`src/rtl/word_uart_tx.sv`:
```
// -----------------------------------------------------------------------------
// word_uart_tx
//
// Sends the three-letter word from the letter-entry buffer as ASCII over an
// 8N1 UART line, LSB first. A rising edge on `send` snapshots the letters.
// The block then sends the leading non-space letters, followed by a carriage
// return (0x0D). Each word therefore carries count+1 frames, where count is
// 0..3. Back-to-back frames have no idle gap between them.
//
// Parameters:
//   CLKS_PER_BIT - clock cycles per UART bit (>= 2)
//
// Ports:
//   clk      - system clock
//   reset    - asynchronous active-low reset
//   send     - level request; a rising edge (seen while idle) starts a word
//   letter1  - first ASCII letter
//   letter2  - second ASCII letter
//   letter3  - third ASCII letter
//   tx       - UART serial output, idle high (registered)
//   busy     - high while a word is in flight (registered)
//   done     - one-cycle pulse as the final stop bit completes (registered)
// -----------------------------------------------------------------------------
module word_uart_tx #(
    parameter int CLKS_PER_BIT = 868
) (
    input  logic       clk,
    input  logic       reset,
    input  logic       send,
    input  logic [7:0] letter1,
    input  logic [7:0] letter2,
    input  logic [7:0] letter3,
    output logic       tx,
    output logic       busy,
    output logic       done
);

    localparam int BW = (CLKS_PER_BIT > 1) ? $clog2(CLKS_PER_BIT) : 1;
    localparam logic [BW-1:0] BAUD_LAST = BW'(CLKS_PER_BIT - 1);
    localparam logic [BW-1:0] BAUD_ONE  = BW'(1);
    localparam logic [BW-1:0] BAUD_ZERO = BW'(0);

    localparam logic [7:0] ASCII_SPACE = 8'h20;
    localparam logic [7:0] ASCII_CR    = 8'h0D;

    typedef enum logic [1:0] {
        ST_IDLE  = 2'd0,
        ST_START = 2'd1,
        ST_DATA  = 2'd2,
        ST_STOP  = 2'd3
    } state_t;

    // Counts the leading letters that are not spaces. The scan stops at the
    // first space, so a later non-space letter never counts.
    function automatic logic [1:0] lead_count(input logic [7:0] a,
                                              input logic [7:0] b,
                                              input logic [7:0] c);
        logic [1:0] n;
        if (a == ASCII_SPACE) begin
            n = 2'd0;
        end else if (b == ASCII_SPACE) begin
            n = 2'd1;
        end else if (c == ASCII_SPACE) begin
            n = 2'd2;
        end else begin
            n = 2'd3;
        end
        return n;
    endfunction

    // Selects the character for frame `idx`. Frames below `cnt` carry the
    // latched letters; the frame at `cnt` is the terminating CR.
    function automatic logic [7:0] pick_char(input logic [23:0] word,
                                             input logic [1:0]  idx,
                                             input logic [1:0]  cnt);
        logic [7:0] ch;
        if (idx < cnt) begin
            case (idx)
                2'd0:    ch = word[7:0];
                2'd1:    ch = word[15:8];
                default: ch = word[23:16];
            endcase
        end else begin
            ch = ASCII_CR;
        end
        return ch;
    endfunction

    state_t          state_r;
    logic [BW-1:0]   baud_r;
    logic [2:0]      bit_idx_r;
    logic [1:0]      char_idx_r;
    logic [1:0]      count_r;
    logic [23:0]     word_r;
    logic [7:0]      char_r;
    logic            flag_send_r;
    logic            tx_r;
    logic            busy_r;
    logic            done_r;

    logic            baud_end_s;
    logic            trigger_s;
    logic [7:0]      next_char_s;
    logic            next_bit_s;

    assign baud_end_s  = (baud_r == BAUD_LAST);
    assign trigger_s   = send & ~flag_send_r & (state_r == ST_IDLE);
    assign next_char_s = pick_char(word_r, char_idx_r, count_r);
    // This is the bit that follows the current data bit. The index wraps
    // after bit 7, but that value is never used, because the frame moves on
    // to the stop bit at that point.
    assign next_bit_s  = char_r[bit_idx_r + 3'd1];

    assign tx   = tx_r;
    assign busy = busy_r;
    assign done = done_r;

    // Tracks the last sampled level of send for rising-edge detection.
    // Because reset clears this flag, a send that is already high when
    // reset releases counts as a fresh edge.
    always_ff @(posedge clk or negedge reset) begin
        if (!reset) begin
            flag_send_r <= 1'b0;
        end else begin
            flag_send_r <= send;
        end
    end

    // Main transmit FSM: bit timing, framing, character sequencing and the
    // registered tx/busy/done outputs.
    always_ff @(posedge clk or negedge reset) begin
        if (!reset) begin
            state_r    <= ST_IDLE;
            baud_r     <= BAUD_ZERO;
            bit_idx_r  <= 3'd0;
            char_idx_r <= 2'd0;
            count_r    <= 2'd0;
            word_r     <= 24'd0;
            char_r     <= 8'd0;
            tx_r       <= 1'b1;
            busy_r     <= 1'b0;
            done_r     <= 1'b0;
        end else begin
            case (state_r)
                ST_IDLE: begin
                    tx_r   <= 1'b1;
                    busy_r <= 1'b0;
                    done_r <= 1'b0;
                    baud_r <= BAUD_ZERO;
                    if (trigger_s) begin
                        word_r     <= {letter3, letter2, letter1};
                        count_r    <= lead_count(letter1, letter2, letter3);
                        char_idx_r <= 2'd0;
                        bit_idx_r  <= 3'd0;
                        tx_r       <= 1'b0;
                        busy_r     <= 1'b1;
                        state_r    <= ST_START;
                    end else begin
                        state_r <= ST_IDLE;
                    end
                end

                ST_START: begin
                    done_r <= 1'b0;
                    if (baud_end_s) begin
                        // Load the character here, so that the word and the
                        // index both come from registers.
                        baud_r    <= BAUD_ZERO;
                        bit_idx_r <= 3'd0;
                        char_r    <= next_char_s;
                        tx_r      <= next_char_s[0];
                        state_r   <= ST_DATA;
                    end else begin
                        baud_r <= baud_r + BAUD_ONE;
                    end
                end

                ST_DATA: begin
                    done_r <= 1'b0;
                    if (baud_end_s) begin
                        baud_r <= BAUD_ZERO;
                        if (bit_idx_r == 3'd7) begin
                            tx_r    <= 1'b1;
                            state_r <= ST_STOP;
                        end else begin
                            bit_idx_r <= bit_idx_r + 3'd1;
                            tx_r      <= next_bit_s;
                        end
                    end else begin
                        baud_r <= baud_r + BAUD_ONE;
                    end
                end

                ST_STOP: begin
                    if (baud_end_s) begin
                        baud_r <= BAUD_ZERO;
                        if (char_idx_r == count_r) begin
                            // The CR frame has just finished, so the word is
                            // complete.
                            tx_r    <= 1'b1;
                            busy_r  <= 1'b0;
                            done_r  <= 1'b1;
                            state_r <= ST_IDLE;
                        end else begin
                            char_idx_r <= char_idx_r + 2'd1;
                            tx_r       <= 1'b0;
                            done_r     <= 1'b0;
                            state_r    <= ST_START;
                        end
                    end else begin
                        baud_r <= baud_r + BAUD_ONE;
                        done_r <= 1'b0;
                    end
                end

                default: begin
                    state_r <= ST_IDLE;
                    baud_r  <= BAUD_ZERO;
                    tx_r    <= 1'b1;
                    busy_r  <= 1'b0;
                    done_r  <= 1'b0;
                end
            endcase
        end
    end

endmodule
```
`config.mk`:
```
export PLATFORM = sky130hd
export DESIGN_NAME = word_uart_tx
export DESIGN_NICKNAME = d
export VERILOG_FILES = /design/src/rtl/word_uart_tx.sv
export SDC_FILE = /design/constraint.sdc
export NUM_CORES = 1
export LEC_CHECK = 0
export BUFFER_PORTS_ARGS = -buffer_cell sky130_fd_sc_hd__buf_2
export CAP_MARGIN = 0
export CORE_ASPECT_RATIO = 0.8
export CORE_MARGIN = 2
export CORE_UTILIZATION = 63
export CTS_CLUSTER_DIAMETER = 60
export CTS_CLUSTER_SIZE = 28
export DETAILED_ROUTE_END_ITERATION = 7
export GPL_TIMING_DRIVEN = 0
export MAX_ROUTING_LAYER = met4
export PLACE_DENSITY = 0.85
export SETUP_SLACK_MARGIN = 0.15
export SLEW_MARGIN = 20
export SYNTH_ARGS = -nofsm -noshare
export SYNTH_HDL_FRONTEND = slang
export SYNTH_SLANG_ARGS = --single-unit
```
`constraint.sdc`:
```
create_clock -name clk -period 3.4 [get_ports clk]
set_input_delay 0 -clock clk [delete_from_list [all_inputs] [get_ports clk]]
set_output_delay 0 -clock clk [all_outputs]
set_load 0.03 [all_outputs]
```
==> summary.txt <==
Synthesis
  – Yosys reg bits: 55
  – Mapped Area: 0.002815 mm2
  – Ys flop type: dfrtp_1
  – Post-synth EDFFs: 0
  – Post-Syn Nets: between 300 and 400
  – Yosys warns: 0
  – Post-synth ARST share: between 90% and 100%
  – Mean Syn Cell Area: ~9.7 um2
  – Register area share after synthesis: between 40% and 50%
  – Yosys cell types: 48
  – Post-Synthesis Cells: 289

Floorplanning
  – Initial Util: 66.55%
  – I/O pin count: 30
  – Die area: 0.005023 mm2
  – Placement row count: 21
  – Die X: between 70 and 80 um
  – Core outline area: approximately 0.0042 mm2
  – Die Ht: 63.79 um

Drt
  – Routed WL: approximately 6800 um
  – Final antenna-violating net count: 0
  – Vias: 2343
  – WL/cell: 16.63 um
  – Avg Vias per Cell: 5.729
  – Drt drc: 0
  – Iter 0 DRT Violations: 233
  – DRT Pass-1 Iters: 4

Hold path
  – Type of the worst min-delay path: in2async

Power
  – Clock group share of total power: between 30% and 40%
  – Psw: 0.2446 mW
  – Switching Share: 22.25%
  – Max VDD drop: 0.3075 mV
  – Combinational power share: under 10%
  – Final Power: around 1.1 mW
  – Power per cell area: 324.3 mW/mm2
  – Internal power: 0.8546 mW
  – Leak: 1.711 nW
  – Sequential share of power: 59.5%

Worst setup path
  – Reg2reg end: bit_idx_r[2]$_DFFE_PN0P_
  – CP max stage delay: between 0.4 and 0.5 ns
  – Crit path DAT: approximately 2.2 ns
  – Crit path depth: 6
  – Crit path buf inv count: 1
  – Crit Reg-Reg Startpoint: state_r[0]$_DFFE_PN0P_
  – R2r setup slk: roughly 1.4 ns
  – Kind of critical path: reg2reg
  – Worst path slowest cell: dfrtp_1
  – Cell depth of the worst flop-to-flop path: 6
  – Worst-path fanout max: 10
  – Worst setup SP type: register
  – Crit-path cells: inv_1 > ha_1 > nand3b_4 > a221oi_2 > o21a_4 > mux2_4
  – Critical path's top delay family: compound AO/OA/AOI/OAI gates
  – Critical Path RT: 3.60 ns
  – CP Capture Type: register

Clock network
  – CTS clk-pin slew, worst paths: 0.10 ns
  – PostCTS Resize Cnt: 0
  – Clk_lat worst skew: 0.32 ns
  – CTS H-Tree Depth: 2
  – Sink Count: 55
  – TritonCTS Buffers: 5
  – Root Driver: clkbuf_8
  – Bufs on Longest Clock Path: 2
  – Post-CTS Setup Inserts: 0
  – CTS tree: done

Global route
  – Gr usage total: 31.26%
  – First-pass GRT wire length: 11590 um
  – Initial antenna violation count: 0
  – Pin count of the biggest net entering global routing: between 50 and 60
  – Vias in the first global route: 2419
  – Grt ovf: 0

STA
  – Final Slew Violations: 0
  – Fin. Hold Viols: 0
  – Final worst path period share: 59.90%
  – Min cycle time layout: 2.037 ns
  – Final setup viols: 0
  – Max transition margin: between 50% and 60%
  – Final Skew: 0.01214 ns
  – Max Clk Rate: 491.0 MHz
  – RSZ-0062 raised after global routing: false
  – Least-Margin Pin Slew: around 0.67 ns
  – Final hold slack: 0.2677 ns
  – Fin Setup TNS: 0 ns

Layout
  – Antenna cells: 0
  – Layout net count: between 300 and 400
  – Area grow syn2layout: 20.40%
  – Final-layout fill cell count: between 200 and 300
  – Fin util: 80.12%
  – Final Non-Filler Cells: 409
  – Share of layout cells above drive strength 1: 18.47%

Placed design
  – DP Cell Count: 375
  – Dpl hpwl: 4139 um
  – PortBufs: 29
  – GPL Wtd Cong: 0.8383

Outcome
  – Outcome: finished clean

Job
  – Max cap viols: 0
-- per-stage QoR --
step / instance area, um2 / setup slack (ns)
after CTS: 3390 / 1.356
after detailed placement: 3034 / 1.371
after global routing: 3390 / 1.282
after floorplan: 2815 / 1.610
after global placement: 3032 / 1.414
final: 3390 / 1.363
-- Yosys cell counts, types with 2 or more instances --
master	instances	area (um2)
and2_1	2	12.51
clkbuf_1	3	11.26
ha_1	12	150.1
dfrtp_1	54	1351
nor3_1	2	10.01
nand4_1	5	31.28
buf_6	4	45.04
or3b_2	2	17.52
nor4_1	3	18.77
inv_1	10	37.54
xor2_1	6	52.55
mux2_2	3	33.78
nor4b_1	3	26.28
o22ai_1	2	12.51
nand3_1	7	35.03
nand2b_1	3	18.77
mux2i_1	4	40.04
o31ai_1	4	30.03
xnor2_1	2	17.52
buf_2	5	25.02
a22o_1	8	70.07
nand2_1	86	322.8
nor2_1	13	48.80
a21oi_1	12	60.06
a211oi_1	3	22.52
o21ai_0	9	45.04
-- what timing repair did --
action / CTS / global route
hold endpoints to repair: 79 / 0
endpoints found under the setup margin: 0 / 0
hold buffers: 26 / 0
-- per-layer routing --
| layer | vias to the layer above | wire (um) | track usage, % |
|---|---|---|---|
| met3 | 21 | 377 | 5.650 |
| met5 | - | 0 | - |
| met2 | 93 | 3348 | 51.07 |
| met1 | 1117 | 2907 | 39.12 |
| li1 | 1112 | - | - |
| met4 | 0 | 170 | 12.28 |
-- how the worst max path moves through the flow --
| stage | start | to |
|---|---|---|
| floorplan | bit_idx_r[0]$_DFFE_PN0P_ | tx$_DFFE_PN1P_ |
| global placement | state_r[0]$_DFFE_PN0P_ | bit_idx_r[2]$_DFFE_PN0P_ |
| detailed placement | state_r[0]$_DFFE_PN0P_ | bit_idx_r[2]$_DFFE_PN0P_ |
| CTS | state_r[0]$_DFFE_PN0P_ | bit_idx_r[2]$_DFFE_PN0P_ |
| global route | state_r[0]$_DFFE_PN0P_ | bit_idx_r[2]$_DFFE_PN0P_ |
| finish | state_r[0]$_DFFE_PN0P_ | bit_idx_r[2]$_DFFE_PN0P_ |
-- cells by family after synthesis --
family / Yosys count / synth area share (%)
buf+inv: 23 / 4.489
compound gates: 46 / 11.73
flops: 55 / 48.93
fa+ha+maj: 12 / 5.333
simple gates: 136 / 23.07
mux: 9 / 3.955
xor+xnor: 8 / 2.489
-- power by group through the flow --
stage	Clock [mW]	Sequential, mW	Combinational (mW)
2_1_floorplan	0	0.668	0.00276
3_3_place_gp	0	0.667	0.0345
3_5_place_dp	0	0.667	0.0351
4_1_cts	0.382	0.654	0.0579
5_1_grt	0.417	0.655	0.0667
6_report	0.383	0.654	0.0612
-- cell usage in the layout, fill, tap and decap left out, types with 3 or more instances in the layout --
master	n
ha_1	12
nor2_1	13
nor4_1	3
dlygate4sd3_1	26
o31ai_1	4
a211oi_1	3
mux2_2	3
clkbuf_8	6
nand2_1	86
clkbuf_1	4
dfrtp_1	54
nand4_1	5
a22o_1	8
mux2i_1	4
inv_1	10
buf_2	33
buf_6	4
nand2b_1	3
a21oi_1	12
nand3_1	7
nor4b_1	3
xor2_1	6
o21ai_0	9
-- worst reg2reg max path, cell delays in order (launching register included) --
cell and delay, ns:
dfrtp_1 0.42, inv_1 0.13, ha_1 0.32, nand3b_4 0.19
a221oi_2 0.37, o21a_4 0.20, mux2_4 0.29
-- state kept, by name (all words and copies together) (netlist names) --
signal	cells
baud_r	10
bit_idx_r	3
busy	1
char_idx_r	2
char_r	8
count_r	2
done	1
flag_send_r	1
state_r	2
tx	1
word_r	24
-- layout make-up --
cell class / instances / area, um2 / area share (%)
multi-input combinational: 211 / 1311 / 38.69
inverter: 10 / 37.54 / 1.107
clock inverter: 1 / 8.758 / 0.2584
clock buffer: 7 / 86.33 / 2.547
timing repair buffer: 55 / 407.9 / 12.03
sequential: 55 / 1378 / 40.64
buffer: 13 / 88.84 / 2.621
tap: 57 / 71.32 / 2.104
No activity file was read; power rests on OpenSTA's default activity.
